**config.mk**
```make
export PLATFORM = sky130hd
export DESIGN_NAME = card_datapath
export DESIGN_NICKNAME = d
export VERILOG_FILES = /design/src/rtl/card_datapath.sv
export SDC_FILE = /design/constraint.sdc
export NUM_CORES = 1
export LEC_CHECK = 0
export ABC_AREA = 1
export CAP_MARGIN = 5
export CORE_MARGIN = 2
export CORE_UTILIZATION = 48
export CTS_CLUSTER_DIAMETER = 50
export DETAILED_ROUTE_END_ITERATION = 7
export PLACE_DENSITY = 0.76
export SYNTH_ARGS = -nofsm -noshare
export SYNTH_HDL_FRONTEND = slang
export SYNTH_SLANG_ARGS = --single-unit
```
**constraint.sdc**
```tcl
create_clock -name slow_clock -period 2.8 [get_ports slow_clock]
set_input_delay 0.42 -clock slow_clock [delete_from_list [all_inputs] [get_ports slow_clock]]
set_output_delay 0.42 -clock slow_clock [all_outputs]
set_load 0.05 [all_outputs]
```
**src/rtl/card_datapath.sv**
```systemverilog
// card_datapath: card generator, six write-once card registers and two mod-10 scorers; CARD_OVERRIDE_EN adds card_in.
// Cards, cards_dealt and illegal_load register on the strobe edge; scores are combinational; no handshake or backpressure.
module card_datapath (
   input  logic       slow_clock,
   input  logic       reset,
`ifdef CARD_OVERRIDE_EN
   input  logic [3:0] card_in,
`endif
   input  logic       load_pcard1,
   input  logic       load_pcard2,
   input  logic       load_pcard3,
   input  logic       load_dcard1,
   input  logic       load_dcard2,
   input  logic       load_dcard3,
   output logic [3:0] pcard1,
   output logic [3:0] pcard2,
   output logic [3:0] pcard3,
   output logic [3:0] dcard1,
   output logic [3:0] dcard2,
   output logic [3:0] dcard3,
   output logic [3:0] pscore,
   output logic [3:0] dscore,
   output logic [2:0] cards_dealt,
   output logic       illegal_load
);

   logic [3:0] new_card;
   logic [3:0] cap_card;
   logic [5:0] load;
   logic [5:0] filled;
   logic [3:0] card_q [6];
   logic       multi;
   logic       any_load;
   logic       target_full;
   logic       capture;

   function automatic logic [3:0] card_value(input logic [3:0] code);
      return (code <= 4'd9) ? code : 4'd0;
   endfunction

   // Sum is at most 27, so two compare-subtract stages cover the whole range.
   function automatic logic [3:0] mod10(input logic [4:0] sum);
      logic [4:0] r;
      if (sum >= 5'd20)      r = sum - 5'd20;
      else if (sum >= 5'd10) r = sum - 5'd10;
      else                   r = sum;
      return r[3:0];
   endfunction

   assign load = {load_dcard3, load_dcard2, load_dcard1,
                  load_pcard3, load_pcard2, load_pcard1};

   always_comb begin
      filled = '0;
      for (int i = 0; i < 6; i++)
         filled[i] = (card_q[i] != 4'd0);
   end

   assign multi       = |(load & (load - 6'd1));
   assign any_load    = |load;
   assign target_full = |(load & filled);
   assign capture     = any_load && !multi && !target_full;

`ifdef CARD_OVERRIDE_EN
   assign cap_card = (card_in >= 4'd1 && card_in <= 4'd13) ? card_in : new_card;
`else
   assign cap_card = new_card;
`endif

   always_ff @(posedge slow_clock or posedge reset) begin
      if (reset) begin
         new_card     <= 4'd1;
         cards_dealt  <= 3'd0;
         illegal_load <= 1'b0;
         for (int i = 0; i < 6; i++)
            card_q[i] <= 4'd0;
      end else begin
         new_card <= (new_card == 4'd13) ? 4'd1 : new_card + 4'd1;
         if (capture) begin
            for (int i = 0; i < 6; i++)
               if (load[i])
                  card_q[i] <= cap_card;
            if (cards_dealt != 3'd6)
               cards_dealt <= cards_dealt + 3'd1;
         end
         if (any_load && (multi || target_full))
            illegal_load <= 1'b1;
      end
   end

   assign pcard1 = card_q[0];
   assign pcard2 = card_q[1];
   assign pcard3 = card_q[2];
   assign dcard1 = card_q[3];
   assign dcard2 = card_q[4];
   assign dcard3 = card_q[5];

   assign pscore = mod10({1'b0, card_value(card_q[0])} + {1'b0, card_value(card_q[1])}
                         + {1'b0, card_value(card_q[2])});
   assign dscore = mod10({1'b0, card_value(card_q[3])} + {1'b0, card_value(card_q[4])}
                         + {1'b0, card_value(card_q[5])});

endmodule

```
* Yosys cells after proc, flatten, opt, wreduce, memory -nomap -nowiden
Index checks and enable logic that the tools add are counted.
** Storage, ports and cells
- Flip-flop bits (word level) :: 32
- Bits of input ports :: 8
- Output and inout port bits :: 36
- Word-level logic and storage cells :: 67
** Cells by class
- $add $sub $neg :: 11
- Order comparisons :: 10
- Eq/ne operators :: 2
- Mux-type cells :: 11
- Bitwise gates (word level) :: 2
- Reductions and logical operators :: 22
** Operators by type and width (count)
- 4-bit two-way mux :: 11
- 4-bit less-or-equal comparator, second input constant :: 6
- 4-bit nonzero test :: 6
- 6-bit OR reduction :: 3
- 2-bit AND reduction :: 7
- 6-bit bitwise AND :: 2
- 4-bit by 4-bit adder with 5-bit output :: 2
- 5-bit by 4-bit adder with 5-bit output :: 2
- 5-bit by 4-bit >= comparator with 1-bit output, second input constant :: 2
- 5-bit >= comparator, second input constant :: 2
- 4-bit by 3-bit subtractor with 4-bit output, second input constant :: 2
- 4-bit subtractor, second input constant :: 2
- 6-bit by 1-bit subtractor with 6-bit output, second input constant :: 1
- 4-bit by 1-bit adder with 4-bit output, second input constant :: 1
- 4-bit == test, second input constant :: 1
- 3-bit by 1-bit adder with 3-bit output, second input constant :: 1
- 1-bit logical AND :: 3
- 3-bit != test, second input constant :: 1
- 1-bit zero test :: 2
- 1-bit logical OR :: 1

* Depth between registers and ports, before layout
Gate-level depths: netlist of run 1.
- Depth in word-level cells :: 7
- Depth in mapped cells :: 15
- Gate-level depth less buffers :: 15

* Worst setup path after synthesis of run 1
Ideal clock, no wire load.
- Path kind :: reg-to-output
- Start :: reg card_q (netlist bit dcard3[3])
- End :: out dscore[2]
- Arrival :: 3.320 ns
- Slack :: -0.940 ns
- Stages on the path, launching flop included :: 15
- Buffers on the path :: 0
- Path through :: dfrtp_1 inv_1 nor2_1 nor2_1 fa_1 ha_1 fa_1 inv_1 ha_1 inv_1 nor2_1 o21ai_0 nand2_1 nand3_1 nand3_1
** Between the ends
- Longest elaborated chain between the ends :: 6
- Elaborated cells between the ends (all ways) :: 9
- Classes of those cells :: 3 x add/sub; 3 x order compare; 3 x mux
** RTL lines
- from (decl) :: line 31 : logic [3:0] card_q [6];
- from (signal, indexed assignment) :: line 82 : card_q[i] <= cap_card;
- 4-bit less-or-equal comparator :: line 38 : return (code <= 4'd9) ? code : 4'd0;
- 4-bit two-way mux * :: line 38
- 5-bit by 4-bit adder with 5-bit output * :: line 101 : + {1'b0, card_value(card_q[5])});
- 4-bit subtractor or 5-bit by 4-bit >= comparator with 1-bit output (tied branches) :: line 45 : else if (sum >= 5'd10) r = sum - 5'd10;
- 4-bit two-way mux :: line 45
- 4-bit two-way mux * :: line 44 : if (sum >= 5'd20) r = sum - 5'd20;
- to (decl) :: line 22 : output logic [3:0] dscore,
Mark *: on every way between the ends. The rest lies on a longest branch, timed or not.

* Worst setup path in the final report of run 1
- Start :: reg card_q (netlist bit dcard3[1])
- End :: out dscore[1]
Same word-level chain as after synthesis.

==> results of run 1 <==
## final timing paths
kind                         startpoint            to  slack (ns)  cells past startpoint
setup reg to reg              dcard1[1]     dcard2[1]        0.95                     10
hold reg to reg            illegal_load  illegal_load        0.48                      1
min in group asynchronous         reset     dcard1[0]        0.53                      3
hold / removal             illegal_load  illegal_load        0.48                      1
max in group asynchronous         reset   cap_card[0]        1.95                      3
setup / recovery              dcard3[1]     dscore[1]       -0.77                     16
## sequential cells by signal, summed over array words and instances (netlist names)
register and count:
dcard3 4, pcard2 4, dcard2 4, pcard3 4, pcard1 4, dcard1 4
cards_dealt 3, illegal_load 1, cap_card 4
## layer usage
metal  up-vias  share of wire
li1       1209              -
met5         -              0
met2        60           0.52
met3        11          0.047
met1      1176           0.42
met4         0          0.014
## worst max-delay path, stage by stage (launching register included)
cell and delay [ns]:
sky130_fd_sc_hd__dfrtp_2 0.43, sky130_fd_sc_hd__nor2_4 0.14, sky130_fd_sc_hd__nor2_4 0.04, sky130_fd_sc_hd__nor2_2 0.11, sky130_fd_sc_hd__fa_1 0.43, sky130_fd_sc_hd__ha_2 0.21
sky130_fd_sc_hd__fa_2 0.54, sky130_fd_sc_hd__inv_2 0.06, sky130_fd_sc_hd__ha_4 0.15, sky130_fd_sc_hd__inv_2 0.04, sky130_fd_sc_hd__nor2_1 0.03, sky130_fd_sc_hd__o21ai_1 0.22
sky130_fd_sc_hd__nand2_2 0.13, sky130_fd_sc_hd__nand2_2 0.08, sky130_fd_sc_hd__nand2_2 0.06, sky130_fd_sc_hd__nand2_4 0.07, sky130_fd_sc_hd__buf_12 0.13
## cell usage in the layout (no fill, tap or decap), drive strengths merged
cell           instances
a21oi                  5
buf                   67
o21ai                 12
dfstp                  1
clkbuf                 7
dfrtp                 31
o211ai                 1
inv                   50
nand2                 83
ha                    14
nand3                 48
fa                    10
xor2                   1
nand3b                 4
nor2                  50
a21boi                 1
xnor2                  2
nand4                  2
clkdlybuf4s50         35
## logic make-up (layout without fill, tap and decap cells)
group,Yosys count,in the layout
and+or+nand+nor,187,187
buffers and inverters,62,159
DFF,32,32
adders and majority gates,24,24
AOI/OAI and AO/OA,19,19
xor gates and xnor gates,3,3
## layout make-up
class	instances	area share
clock buffers	7	0.0257
inverters	50	0.0500
multi-input cells	233	0.436
flip-flops and latches	32	0.220
well taps	67	0.0223
repair buffers	102	0.247
## through the flow
stage	cells	setup TNS (ns)	power [mW]	hold WS, ns	instance area (um^2)
final	491	-4.26	0.894	0.476	3750
after global routing	491	-5.03	0.929	0.490	3750
after CTS	489	-4.04	0.898	0.483	3600
after detailed placement	479	-2.78	0.527	0.458	3390
after global placement	479	-2.22	0.526	0.466	3390
after floorplan	327	-2.44	0.510	0.534	2510
## power groups by stage
stage	Sequential (mW)	Combinational (mW)	Clock [mW]
4_1_cts	0.465	0.0540	0.380
6_report	0.465	0.0536	0.375
3_5_place_dp	0.473	0.0539	0
2_1_floorplan	0.477	0.0335	0
5_1_grt	0.464	0.0602	0.405
3_3_place_gp	0.473	0.0528	0
## what timing repair did
action	4_1_cts	5_1_grt
pin swaps	17	20
setup endpoints to repair	6	6
gates resized for setup	25	33
setup buffers	3	3
gates cloned	0	0
==> results.json, run 1 <==
{
  "crit_fanout": 3,
  "count_of_vias_placed_by_the_detailed_router": 2456,
  "worstPathArrival_ns": 3.15,
  "grt_pass1_wl_mm": 10.1,
  "synth.mux.area_fraction": 0,
  "layout-drive-gt1-share": 0.377,
  "layout.nets": 456,
  "drt-vias-per-instance": 5.00,
  "synth.area.top_cells": "sky130_fd_sc_hd__dfrtp_1 (33%), sky130_fd_sc_hd__nand2_1 (13%), sky130_fd_sc_hd__nand3_1 (10%)",
  "synth.ff_latch_count": 32,
  "worst_slack_ns": -0.770,
  "worst_pin_slew_ns": 0.553,
  "power.density_nw_per_um2": 238,
  "power.clock.fraction": 0.420,
  "drt-initial-drc-count": 138,
  "clk_transition_reported_paths_ns": 0.06,
  "switchingPower_uw": 193,
  "vdd_drop_max_mv": 0.230,
  "yosysSeqAreaShare": 0.339,
  "cts-htree-levels": 2,
  "globalRoute.totalOverflow": 0,
  "chipHeight_um": 74.2,
  "final_core_util": 0.795,
  "synth_simple_gate_area_share": 0.336,
  "io_pins": 44,
  "first_global_vias": 2371,
  "path_class": "flip-flop to output pin",
  "violated_checks": "negative setup slack",
  "ys_async_sr_fraction": 1.00,
  "multiInputGateArea_um2": 1640,
  "seq_area_um2": 825,
  "placementRows": 25,
  "status": "complete, but fails checks",
  "hpwl_dp_mm": 4.68,
  "clock_latency_late_sink_ns": 0.28,
  "power_frac_comb": 0.060,
  "grt_use_met3": 0.0474,
  "syn-num-nets": 359,
  "ant_nets": 0,
  "avgSynthCellArea_um2": 7.23,
  "hold_viol_final": 0,
  "synthCells": 327,
  "end_kind": "output pin",
  "filler_cell_count": 314,
  "synth_commonest_cells": "sky130_fd_sc_hd__nand2_1 (83), sky130_fd_sc_hd__inv_1 (50), sky130_fd_sc_hd__nand3_1 (48)",
  "ctsHoldBuffers": 0,
  "grt.met1_usage": 0.316,
  "detailedRoute.firstPassIterationCount": 4,
  "place.port_buffers": 43,
  "clock-skew-final_ns": 0.00226,
  "finalWirelength_mm": 6.30,
  "dpl_worst_slack_ns": -0.532,
  "parity_gate_share_of_the_synthesized_area_counting_xor_and_xnor_cells": 0.0111,
  "clk_root_buffer_cell": "sky130_fd_sc_hd__clkbuf_8",
  "global_route.usage.met2": 0.406,
  "yosysMostFrequentCell": "sky130_fd_sc_hd__nand2_1",
  "crit_path_start_kind": "flip-flop",
  "p_leak_nw": 1.85,
  "tritoncts_num_sinks": 32,
  "power.switching_fraction": 0.216,
  "die_area_um2": 5500,
  "yosysWarnings": 0,
  "synth_top_family_by_area": "simple AND/OR/NAND/NOR gates",
  "p_int_uw": 700,
  "finalSetupViolations": 6,
  "drv_cap": 0,
  "period_share": 1.27,
  "dominantRegCellSynth": "sky130_fd_sc_hd__dfrtp_1",
  "die_width_um": 74.2,
  "tritoncts_clock_tree": "built",
  "grt_setup_unrepaired": "yes",
  "pin_count_of_the_biggest_net_entering_global_routing": 33,
  "fin_crit_ns": 3.57,
  "max_slew_margin": 0.631,
  "synth-edff-count": 0,
  "antenna_cells_inserted": 0,
  "maxSlewViolCount": 0,
  "floorplan.core_area_um2": 4720,
  "grt-busiest-layer": "met2",
  "global_route.usage.total": 0.239,
  "cts_buffer_depth": 2,
  "seq_power_share": 0.520,
  "antenna_found_initial": 0,
  "yosys.area.top_type_share": 0.328,
  "critPathRequiredTime_ns": 2.38,
  "synth-adder-area-share": 0.159,
  "drc": 0,
  "initial_core_util": 0.501,
  "synth.distinct_cells": 20,
  "syn_to_final_growth_pct": 58.8,
  "detail_route.wl_per_cell_um": 12.8,
  "numCtsBuffers": 5,
  "fmaxAchievable_ghz": 0.280,
  "post_synth_instance_area_um2": 2360,
  "yosys.area.top_type": "sky130_fd_sc_hd__dfrtp_1",
  "timing.hold.worst.class": "flip-flop to flip-flop",
  "synth_compound_area_frac": 0.0423,
  "finalWeightedCongestion": 0.897
}
Note: power is estimated with default switching activity, not from simulation.
==> inputs of run 2 (changes only) <==
Settings changed: CORE_MARGIN 2 to 3, CTS_CLUSTER_SIZE from default to 24.
==> results.json, run 2 (synthesis results as in run 1) <==
{
  "place.port_buffers": 43,
  "first_global_vias": 2401,
  "drt-vias-per-instance": 4.93,
  "crit_fanout": 3,
  "period_share": 1.27,
  "finalWirelength_mm": 6.33,
  "initial_core_util": 0.518,
  "cts_buffer_depth": 2,
  "clk_root_buffer_cell": "sky130_fd_sc_hd__clkbuf_8",
  "die_width_um": 76.2,
  "cts-htree-levels": 2,
  "placementRows": 24,
  "path_class": "flip-flop to output pin",
  "filler_cell_count": 324,
  "antenna_found_initial": 0,
  "grt_setup_unrepaired": "yes",
  "drt-initial-drc-count": 170,
  "worstPathArrival_ns": 3.13,
  "max_slew_margin": 0.635,
  "maxSlewViolCount": 0,
  "p_leak_nw": 1.84,
  "status": "complete, but fails checks",
  "power.density_nw_per_um2": 246,
  "fin_total_pwr_uw": 904,
  "ant_nets": 0,
  "floorplan.core_area_um2": 4560,
  "worst_pin_slew_ns": 0.547,
  "drv_cap": 0,
  "drc": 0,
  "design_area_um2": 3680,
  "die_area_um2": 5800,
  "crit_path_start_kind": "flip-flop",
  "pin_count_of_the_biggest_net_entering_global_routing": 33,
  "most_common_cell_after_layout_fill_and_taps_aside": "sky130_fd_sc_hd__nand2_1",
  "antenna_cells_inserted": 0,
  "finalSetupViolations": 6,
  "finalWeightedCongestion": 0.841,
  "clock-skew-final_ns": 0.00360,
  "chipHeight_um": 76.2,
  "end_kind": "output pin",
  "placement.cell_area_um2": 3420,
  "holdWs_ns": 0.479,
  "fmaxAchievable_ghz": 0.282,
  "numCtsBuffers": 5,
  "tritoncts_num_sinks": 32,
  "r2r_slack_ns": 0.88,
  "layout.nets": 457,
  "count_of_vias_placed_by_the_detailed_router": 2422,
  "critPathRequiredTime_ns": 2.38,
  "io_pins": 44,
  "layout.cells.most_common_list": "sky130_fd_sc_hd__nand2_1 (74), sky130_fd_sc_hd__buf_4 (62), sky130_fd_sc_hd__inv_1 (40)",
  "tritoncts_clock_tree": "built",
  "fin_crit_ns": 3.55,
  "detail_route.wl_per_cell_um": 12.9,
  "syn_to_final_growth_pct": 55.5,
  "detailedRoute.firstPassIterationCount": 5,
  "worst_slack_ns": -0.751,
  "globalRoute.totalOverflow": 0,
  "violated_checks": "negative setup slack",
  "hpwl_dp_mm": 4.68,
  "global_route.usage.total": 0.222,
  "grt_pass1_wl_mm": 10.6,
  "clk_transition_reported_paths_ns": 0.06,
  "layout-drive-gt1-share": 0.359,
  "vdd_drop_max_mv": 0.252,
  "timing.hold.worst.class": "flip-flop to flip-flop",
  "clock_latency_late_sink_ns": 0.28,
  "hold_viol_final": 0
}
run 2: cell types whose count changed in the layout (fill, tap and decap cells not counted), sizes merged:
cell,delta
buf,+1
clkbuf,+1
run 2: path summary, 6_finish.rpt:
kind,startpoint,endpoint,cells past startpoint
setup / recovery,pcard1[2],pscore[1],14
min in group asynchronous,reset,dcard1[0],3
hold / removal,pcard3[0],pcard3[0],2
setup reg to reg,pcard1[2],dcard1[3],11
hold reg to reg,pcard3[0],pcard3[0],2
max in group asynchronous,reset,cap_card[0],3
run 2: final cells by class:
type | instances | area (um^2) | area share
multi-input combinational | 233 | 1550 | 0.421
inverter | 50 | 188 | 0.0510
timing repair buffer | 103 | 936 | 0.255
sequential | 32 | 825 | 0.224
tap | 65 | 81.3 | 0.0221
clock buffer | 8 | 100 | 0.0272
run 2: critical path, cell delays in order, from the launching register on:
cell                      delay [ns]
sky130_fd_sc_hd__dfrtp_2        0.42
sky130_fd_sc_hd__nor2_4         0.16
sky130_fd_sc_hd__o21ai_2        0.10
sky130_fd_sc_hd__fa_1           0.52
sky130_fd_sc_hd__inv_2          0.05
sky130_fd_sc_hd__fa_2           0.60
sky130_fd_sc_hd__inv_2          0.06
sky130_fd_sc_hd__ha_2           0.18
sky130_fd_sc_hd__inv_1          0.05
sky130_fd_sc_hd__nor2_1         0.05
sky130_fd_sc_hd__o21ai_2        0.14
sky130_fd_sc_hd__nand2_1        0.14
sky130_fd_sc_hd__nand3_1        0.16
sky130_fd_sc_hd__nand2_4        0.06
sky130_fd_sc_hd__buf_12         0.14
run 2: metrics by stage:
stage / worst slack (ns) / TNS [ns] / util / cells
after floorplan: -0.455 / -2.44 / - / 327
after global placement: -0.418 / -2.19 / 0.748 / 479
after detailed placement: -0.530 / -2.91 / 0.748 / 479
after CTS: -0.739 / -4.30 / 0.789 / 490
after global routing: -0.903 / -5.16 / 0.806 / 491
final: -0.751 / -4.37 / 0.806 / 491
run 2: power breakdown:
part	internal, mW	switching, mW	total (mW)
combinational	0.0182	0.0341	0.0524
sequential	0.463	0.00124	0.465
clock	0.224	0.163	0.387
total	0.706	0.198	0.904
run 2: routing by layer:
| metal | global-route usage | up-vias | share of wire |
|---|---|---|---|
| met2 | 0.385 | 56 | 0.52 |
| met5 | 0 | - | 0 |
| met1 | 0.284 | 1149 | 0.43 |
| met3 | 0.0355 | 9 | 0.042 |
| met4 | 0.0688 | 0 | 0.013 |
| li1 | - | 1208 | - |
run 2: repair_timing:
item | in CTS | in global routing
hold buffers | 0 | 0
resized for setup | 20 | 19
setup endpoints to repair | 6 | 6
buffers inserted | 3 | 1
pin swaps | 13 | 12
==> inputs of run 3 (changes only) <==
Settings changed: CELL_PAD_IN_SITES_DETAIL_PLACEMENT from default to 0, CELL_PAD_IN_SITES_GLOBAL_PLACEMENT from default to 1, CORE_UTILIZATION 48 to 30, PLACE_DENSITY 0.76 to 0.68.
==> results.json, run 3 (synthesis results as in run 1) <==
{
  "finalSetupViolations": 6,
  "slowest_stage": "sky130_fd_sc_hd__fa_2",
  "grt_pass1_wl_mm": 11.1,
  "worstHoldEndpoint": "illegal_load",
  "antenna_cells_inserted": 0,
  "hold_start": "illegal_load",
  "seq_power_share": 0.480,
  "drc": 0,
  "placement.cell_area_um2": 3460,
  "globalRoute.totalOverflow": 0,
  "finalWeightedCongestion": 0.769,
  "drt-initial-drc-count": 71,
  "cpPeakStageDelay_ns": 0.56,
  "reg2regPathDepth": 11,
  "violated_checks": "negative setup slack",
  "critical_path.reg2reg.endpoint": "dcard2[2]",
  "drt-vias-per-instance": 4.44,
  "global_route.usage.total": 0.154,
  "layout-drive-gt1-share": 0.386,
  "cp.buffers_inverters": 2,
  "seq_area_um2": 825,
  "placementRows": 31,
  "count_of_vias_placed_by_the_detailed_router": 2348,
  "die_width_um": 94.8,
  "end_kind": "output pin",
  "detailedRoute.firstPassIterationCount": 4,
  "multiInputGateArea_um2": 1600,
  "vdd_drop_max_mv": 0.191,
  "design_area_um2": 3820,
  "detail_route.wl_per_cell_um": 12.0,
  "crit_path_start_kind": "flip-flop",
  "syn_to_final_growth_pct": 61.5,
  "p_int_uw": 744,
  "tritoncts_num_sinks": 32,
  "first_global_vias": 2418,
  "cpMostUsedCell": "sky130_fd_sc_hd__fa_2",
  "place.port_buffers": 43,
  "antenna_found_initial": 0,
  "chipHeight_um": 94.8,
  "holdWs_ns": 0.478,
  "path_cells": "nor2_4 > nor2_2 > nor2_1 > fa_2 > ha_2 > fa_2 > ha_1 > nand2_1 > o211ai_1 > buf_4 > nand3_1 > nand3_4 > buf_12",
  "worst_slack_ns": -0.736,
  "p_leak_nw": 1.86,
  "most_common_cell_after_layout_fill_and_taps_aside": "sky130_fd_sc_hd__nand2_1",
  "filler_cell_count": 759,
  "hpwl_dp_mm": 4.85,
  "clk_root_buffer_cell": "sky130_fd_sc_hd__clkbuf_8",
  "cts_buffer_depth": 2,
  "initial_core_util": 0.318,
  "fmaxAchievable_ghz": 0.283,
  "power.density_nw_per_um2": 253,
  "path_class": "flip-flop to output pin",
  "die_area_um2": 8980,
  "layout.nets": 461,
  "status": "complete, but fails checks",
  "r2r-start": "dcard3[1]",
  "power.clock.fraction": 0.465,
  "tritoncts_clock_tree": "built",
  "cts-htree-levels": 2,
  "fin_crit_ns": 3.54,
  "r2r_slack_ns": 0.84,
  "period_share": 1.26,
  "setup_tns_final_ns": -4.01,
  "clock-skew-final_ns": 0.00693,
  "clock_latency_late_sink_ns": 0.29,
  "numCtsBuffers": 5,
  "io_pins": 44,
  "crit_fanout": 3,
  "worstPathArrival_ns": 3.12,
  "worst_pin_slew_ns": 0.561,
  "grt_setup_unrepaired": "yes",
  "max_slew_margin": 0.625,
  "layout.cells.most_common_list": "sky130_fd_sc_hd__nand2_1 (71), sky130_fd_sc_hd__buf_4 (64), sky130_fd_sc_hd__nand3_1 (39), sky130_fd_sc_hd__inv_1 (39), sky130_fd_sc_hd__clkdlybuf4s50_1 (35)",
  "final_core_util": 0.513,
  "crit_family": "adder cells",
  "pin_count_of_the_biggest_net_entering_global_routing": 33,
  "drv_cap": 0,
  "timing.hold.worst_path_depth": 1,
  "power.switching_fraction": 0.229,
  "floorplan.core_area_um2": 7450,
  "finalWirelength_mm": 6.33,
  "critPathRequiredTime_ns": 2.38,
  "ant_nets": 0,
  "maxSlewViolCount": 0,
  "hold_viol_final": 0,
  "switchingPower_uw": 222,
  "clk_transition_reported_paths_ns": 0.07,
  "timing.hold.worst.class": "flip-flop to flip-flop",
  "power_frac_comb": 0.055
}
[run 3: changes by cell type in the layout (fill, tap and decap cells not counted), moves of 2 or more]
cell	previous run	this run
sky130_fd_sc_hd__ha_4	2	4
sky130_fd_sc_hd__nor2_1	35	33
sky130_fd_sc_hd__buf_6	0	2
sky130_fd_sc_hd__nand2_2	4	6
sky130_fd_sc_hd__nand2_1	74	71
sky130_fd_sc_hd__buf_4	62	64
sky130_fd_sc_hd__clkbuf_8	7	5
sky130_fd_sc_hd__nor2_2	8	11
[run 3: power by group through the flow]
stage	logic [mW]	clock network, mW	registers (mW)
3_3_place_gp	0.0545	0	0.473
5_1_grt	0.0606	0.488	0.464
4_1_cts	0.0545	0.461	0.464
3_5_place_dp	0.0543	0	0.473
6_report	0.0530	0.449	0.464
2_1_floorplan	0.0335	0	0.477
[run 3: worst max path at each step]
stage,start,end,slack [ns],depth (start not counted)
after detailed placement,dcard3[1],dscore[2],-0.47,15
after global routing,pcard1[1],pscore[2],-0.89,14
after global placement,dcard3[1],dscore[2],-0.45,15
final,pcard1[1],pscore[2],-0.74,13
after CTS,dcard3[1],dscore[1],-0.73,16
after floorplan,pcard1[2],pscore[1],-0.46,14
[run 3: layout make-up]
| type | instances | area share |
|---|---|---|
| inverters | 50 | 0.0498 |
| multi-input cells | 233 | 0.419 |
| flip-flops and latches | 32 | 0.216 |
| clock inverters | 3 | 0.0111 |
| clock buffers | 5 | 0.0180 |
| well taps | 99 | 0.0324 |
| repair buffers | 107 | 0.254 |
[run 3: per-stage QoR]
step | worst slack [ns] | power (mW) | std cells
6_report | -0.736 | 0.966 | 529
4_1_cts | -0.731 | 0.980 | 527
5_1_grt | -0.886 | 1.01 | 529
3_3_place_gp | -0.450 | 0.528 | 515
3_5_place_dp | -0.475 | 0.527 | 515
2_1_floorplan | -0.455 | 0.510 | 327
[run 3: what timing repair did]
action / CTS / global route
endpoints found under the setup margin: 6 / 6
hold buffers: 0 / 0
resized for setup: 19 / 38
pin swaps: 16 / 7
buffers inserted: 4 / 2
[run 3: layer usage]
metal,wire length [um],track usage
met2,2980,0.241
met3,178,0.0279
met5,0,0
met4,36,0.0361
met1,3140,0.220
==> variant 1 (flow settings as in run 3) <==
Build with the macro `CARD_OVERRIDE_EN` defined.
--- a/src/rtl/card_datapath.sv
+++ b/src/rtl/card_datapath.sv
@@ -1,5 +1,7 @@
 // card_datapath: card generator, six write-once card registers and two mod-10 scorers; CARD_OVERRIDE_EN adds card_in.
 // Cards, cards_dealt and illegal_load register on the strobe edge; scores are combinational; no handshake or backpressure.
+`define CARD_OVERRIDE_EN
+
 module card_datapath (
    input  logic       slow_clock,
    input  logic       reset,
Interface: changed (added card_in); port bits go from 44 to 48. The function was not compared with the original's and may differ.
==> variant 1 against run 3 <==
  * The flow still finishes with violations (negative setup slack)
  * Total power increased by 3.4%
  * Sequential share of layout area decreased by 1.3 points
  * Maximum frequency decreased by 0.72%
  * Sequential cell count unchanged
  * Critical path type unchanged
  * Design area increased by 6.6%
  * Synthesized area increased by 4.8%
  * Wire length increased by 7.5%
  * Worst hold slack improved by 12 ps
  * Final cell count increased by 4.0%
  * Die area increased by 4.5%
  * Clock skew increased by 1.2 ps
  * Critical path depth unchanged
  * Setup slack got worse by 25 ps
==> variant 1: results (changes against run 3) <==
Status
  • Status: finished, violations left (unchanged)
  • Failing checks: negative setup slack (unchanged)

GRT
  • All-Layer GR Usage: 14.60% (was 15.38%)
  • Vias in the first global route: 2512 (was 2418)
  • Met3 Use GR: 3.028% (was 2.789%)
  • GR Layer Usage met2: 25.37% (was 24.08%)
  • GRT met1 Usage: 18.90% (was 22.04%)

Timing
  • Final TNS setup: -4145 ps (was -4005 ps)
  • PnR worst setup slack: -761.0 ps (was -735.6 ps)
  • Setup violation total in the final timing report: 6 (unchanged)
  • Clk_skew: 8.128 ps (was 6.934 ps)
  • Min Hold Slack: 490.1 ps (was 478.2 ps)

Place
  • Post-DP HPWL: 5131 um (was 4847 um)
  • GPL Wtd Cong: 0.7884 (was 0.7688)
  • Cell Count Post-Placement: 535 (was 515)
  • Port Buffer Count: 47 (was 43)

Pwr
  • Clock power share: 44.7% (was 46.5%)
  • Net switching power: 242.8 uW (was 221.7 uW)
  • Sw Share: 24.31% (was 22.95%)
  • VDD IR-drop max: 0.1689 mV (was 0.1912 mV)

Yosys
  • Synth top cells by count: 85 x nand2_1, 52 x inv_1, 51 x nand3_1, 38 x nor2_1, 31 x dfrtp_1 (was 83 x nand2_1, 50 x inv_1, 48 x nand3_1, 47 x nor2_1, 31 x dfrtp_1)
  • Cells after Synth: 334 (was 327)
  • Sequential-to-total area share from yosys stat: 32.37% (was 33.92%)
  • Syn Nets: 370 (was 359)
  • Synth Area in Adders: 15.15% (was 15.87%)
  • Yosys cell types: 26 (was 20)

Worst setup path
  • Crit path DAT: 3140 ps (was 3120 ps)
  • Reg2Reg Setup Slack: 1020 ps (was 840 ps)

Layout
  • Layout cells sized above 1: 39.73% (was 38.60%)

Detailed routing
  • Drt first pass iters: 5 (was 4)
  • Starting DRC count in detailed routing: 98 (was 71)
## variant 1: final cells by class
cell class	count	share of cell area, %
flip-flops and latches	32	20.30
multi-input cells	239	42.71
clock inverters	3	1.046
inverters	55	5.135
well taps	102	3.137
clock buffers	5	1.691
repair buffers	114	25.98
## variant 1: repair_timing
action	CTS	global route
hold buffers	0	0
gates resized for setup	18	32
buffers inserted	5	4
pin swaps	18	17
hold endpoints to repair	0	0
setup endpoints to repair	7	6
## variant 1: final timing paths
check                                          from  cells after the start                    endpoint
min in group asynchronous                     reset                      3  cards_dealt[0]$_DFFE_PP0P_
setup reg to reg              dcard1[1]$_DFFE_PP0P_                     11       pcard3[3]$_DFFE_PP0P_
hold / removal             illegal_load$_DFFE_PP0P_                      1    illegal_load$_DFFE_PP0P_
setup / recovery              pcard3[2]$_DFFE_PP0P_                     13                   pscore[2]
hold reg to reg            illegal_load$_DFFE_PP0P_                      1    illegal_load$_DFFE_PP0P_
max in group asynchronous                     reset                      3       pcard3[3]$_DFFE_PP0P_
==> variant 2 (flow settings as in run 3) <==
Without the edit above. Register the outputs `pcard1`, `pcard2`, `pcard3`, `dcard1`, `dcard2`, `dcard3`, `pscore` and `dscore`, cleared by the reset; this adds one clock of latency there. The other outputs are not delayed to match.
--- a/src/rtl/card_datapath.sv
+++ b/src/rtl/card_datapath.sv
@@ -88,17 +88,28 @@
       end
    end
 
-   assign pcard1 = card_q[0];
-   assign pcard2 = card_q[1];
-   assign pcard3 = card_q[2];
-   assign dcard1 = card_q[3];
-   assign dcard2 = card_q[4];
-   assign dcard3 = card_q[5];
 
-   assign pscore = mod10({1'b0, card_value(card_q[0])} + {1'b0, card_value(card_q[1])}
-                         + {1'b0, card_value(card_q[2])});
-   assign dscore = mod10({1'b0, card_value(card_q[3])} + {1'b0, card_value(card_q[4])}
-                         + {1'b0, card_value(card_q[5])});
+   always_ff @(posedge slow_clock or posedge reset) begin
+      if (reset) begin
+         pcard1 <= '0;
+         pcard2 <= '0;
+         pcard3 <= '0;
+         dcard1 <= '0;
+         dcard2 <= '0;
+         dcard3 <= '0;
+         pscore <= '0;
+         dscore <= '0;
+      end else begin
+         pcard1 <= card_q[0];
+         pcard2 <= card_q[1];
+         pcard3 <= card_q[2];
+         dcard1 <= card_q[3];
+         dcard2 <= card_q[4];
+         dcard3 <= card_q[5];
+         pscore <= mod10({1'b0, card_value(card_q[0])} + {1'b0, card_value(card_q[1])} + {1'b0, card_value(card_q[2])});
+         dscore <= mod10({1'b0, card_value(card_q[3])} + {1'b0, card_value(card_q[4])} + {1'b0, card_value(card_q[5])});
+      end
+   end
 
 endmodule
 
Formal check against the unedited RTL: not equivalent (Yosys sat finds a counterexample within 4 cycles, from zero or initial values and one cycle with reset high).
==> variant 2 against run 3 <==
  * The run still ends with negative setup slack left
  * Design area increased by 18%
  * Total power increased by 97%
  * Utilization decreased by 8.2 points
  * Setup slack improved by 700 ps
  * Sequential cell count increased by 32
  * Critical path depth unchanged
  * First-iteration DRC count increased by 5.6%
  * Via count increased by 10%
  * Synthesized area increased by 39%
  * Clock skew increased by 6.5 ps
  * Wire length increased by 15%
  * Sequential share of layout area increased by 14 points
  * Sequential power increased by 100%
  * Worst hold slack got worse by 96 ps
  * Critical path type is now reg -> reg
==> variant 2: results (changes against run 3) <==
Yosys
  • Synth Area in XOR/XNOR: 1.068% (was 1.111%)
  • Syn Std Cell Area: 3281 um^2 (was 2365 um^2)
  • Top cells by area, synth: dfrtp_1 48%, nand2_1 9.6%, fa_1 6.1% (was dfrtp_1 33%, nand2_1 13%, nand3_1 10%)

Worst setup path
  • R2R depth: 13 (was 11)
  • Reg2Reg Setup Slack: -40 ps (was 840 ps)
  • Critical path endpoint: dscore[3]$_DFF_PP0_ (was pscore[2])
  • Crit path max fanout: 4 (was 3)

Clock tree
  • TritonCTS Buffers: 9 (was 5)
  • Worst-skew pair later-pin latency: 340 ps (was 290 ps)

Layout
  • Clk tree area frac: 5.133% (was 2.916%)
  • Multi-input gates: 235 (was 233)
  • Fillcell total: 1052 (was 759)
  • CLK BUF: 12 (was 5)
  • Signal buffers: 90 (was 107)

Status
  • Failing checks: negative setup slack (unchanged)
  • Status: finished, violations left (unchanged)

Timing
  • PnR worst setup slack: -40.39 ps (was -735.6 ps)
  • Setup violation total in the final timing report: 3 (was 6)
  • Min Hold Slack: 382.1 ps (was 478.2 ps)

Worst hold path
  • Worst hold path class: in -> async (was reg -> reg)

Place
  • Post-DP Area: 4075 um^2 (was 3461 um^2)
  • Cell Count Post-Placement: 564 (was 515)
  • Post-DP HPWL: 5373 um (was 4847 um)
  • Pre-CTS setup slack: -106.7 ps (was -474.7 ps)

Pwr
  • VDD IR-drop max: 0.2030 mV (was 0.1912 mV)
  • LEAKAGE: 0.002126 uW (was 0.001860 uW)
-- variant 2: cell count changes in the layout (fill, tap and decap cells not counted), sizes merged, moves of 2 or more --
cell                  run 3  this run
a21oi                     5         3
buf                      72        47
clkbuf                    5        12
clkdlybuf4s50            35        43
dfrtp                    31        63
nand3                    48        46
nor2                     50        52
o211ai                    1         3
-- variant 2: repair_timing --
item                       in CTS  in global routing
setup endpoints to repair       5                  6
gates resized for setup         7                 40
setup buffers                   0                 10
pin swaps                       3                 19
cloned                          0                  0
-- variant 2: routing by layer --
metal | up-vias | track usage (%) | wire length, um
li1 | 1300 | - | -
met1 | 1220 | 16.13 | 3476
met2 | 49 | 19.74 | 3384
met3 | 13 | 2.301 | 297
met4 | 0 | 5.501 | 133
met5 | - | 0 | 0
-- variant 2: power breakdown --
group          switching, uW  internal (uW)
sequential              1.31            925
clock                    357            552
combinational           48.0           21.4
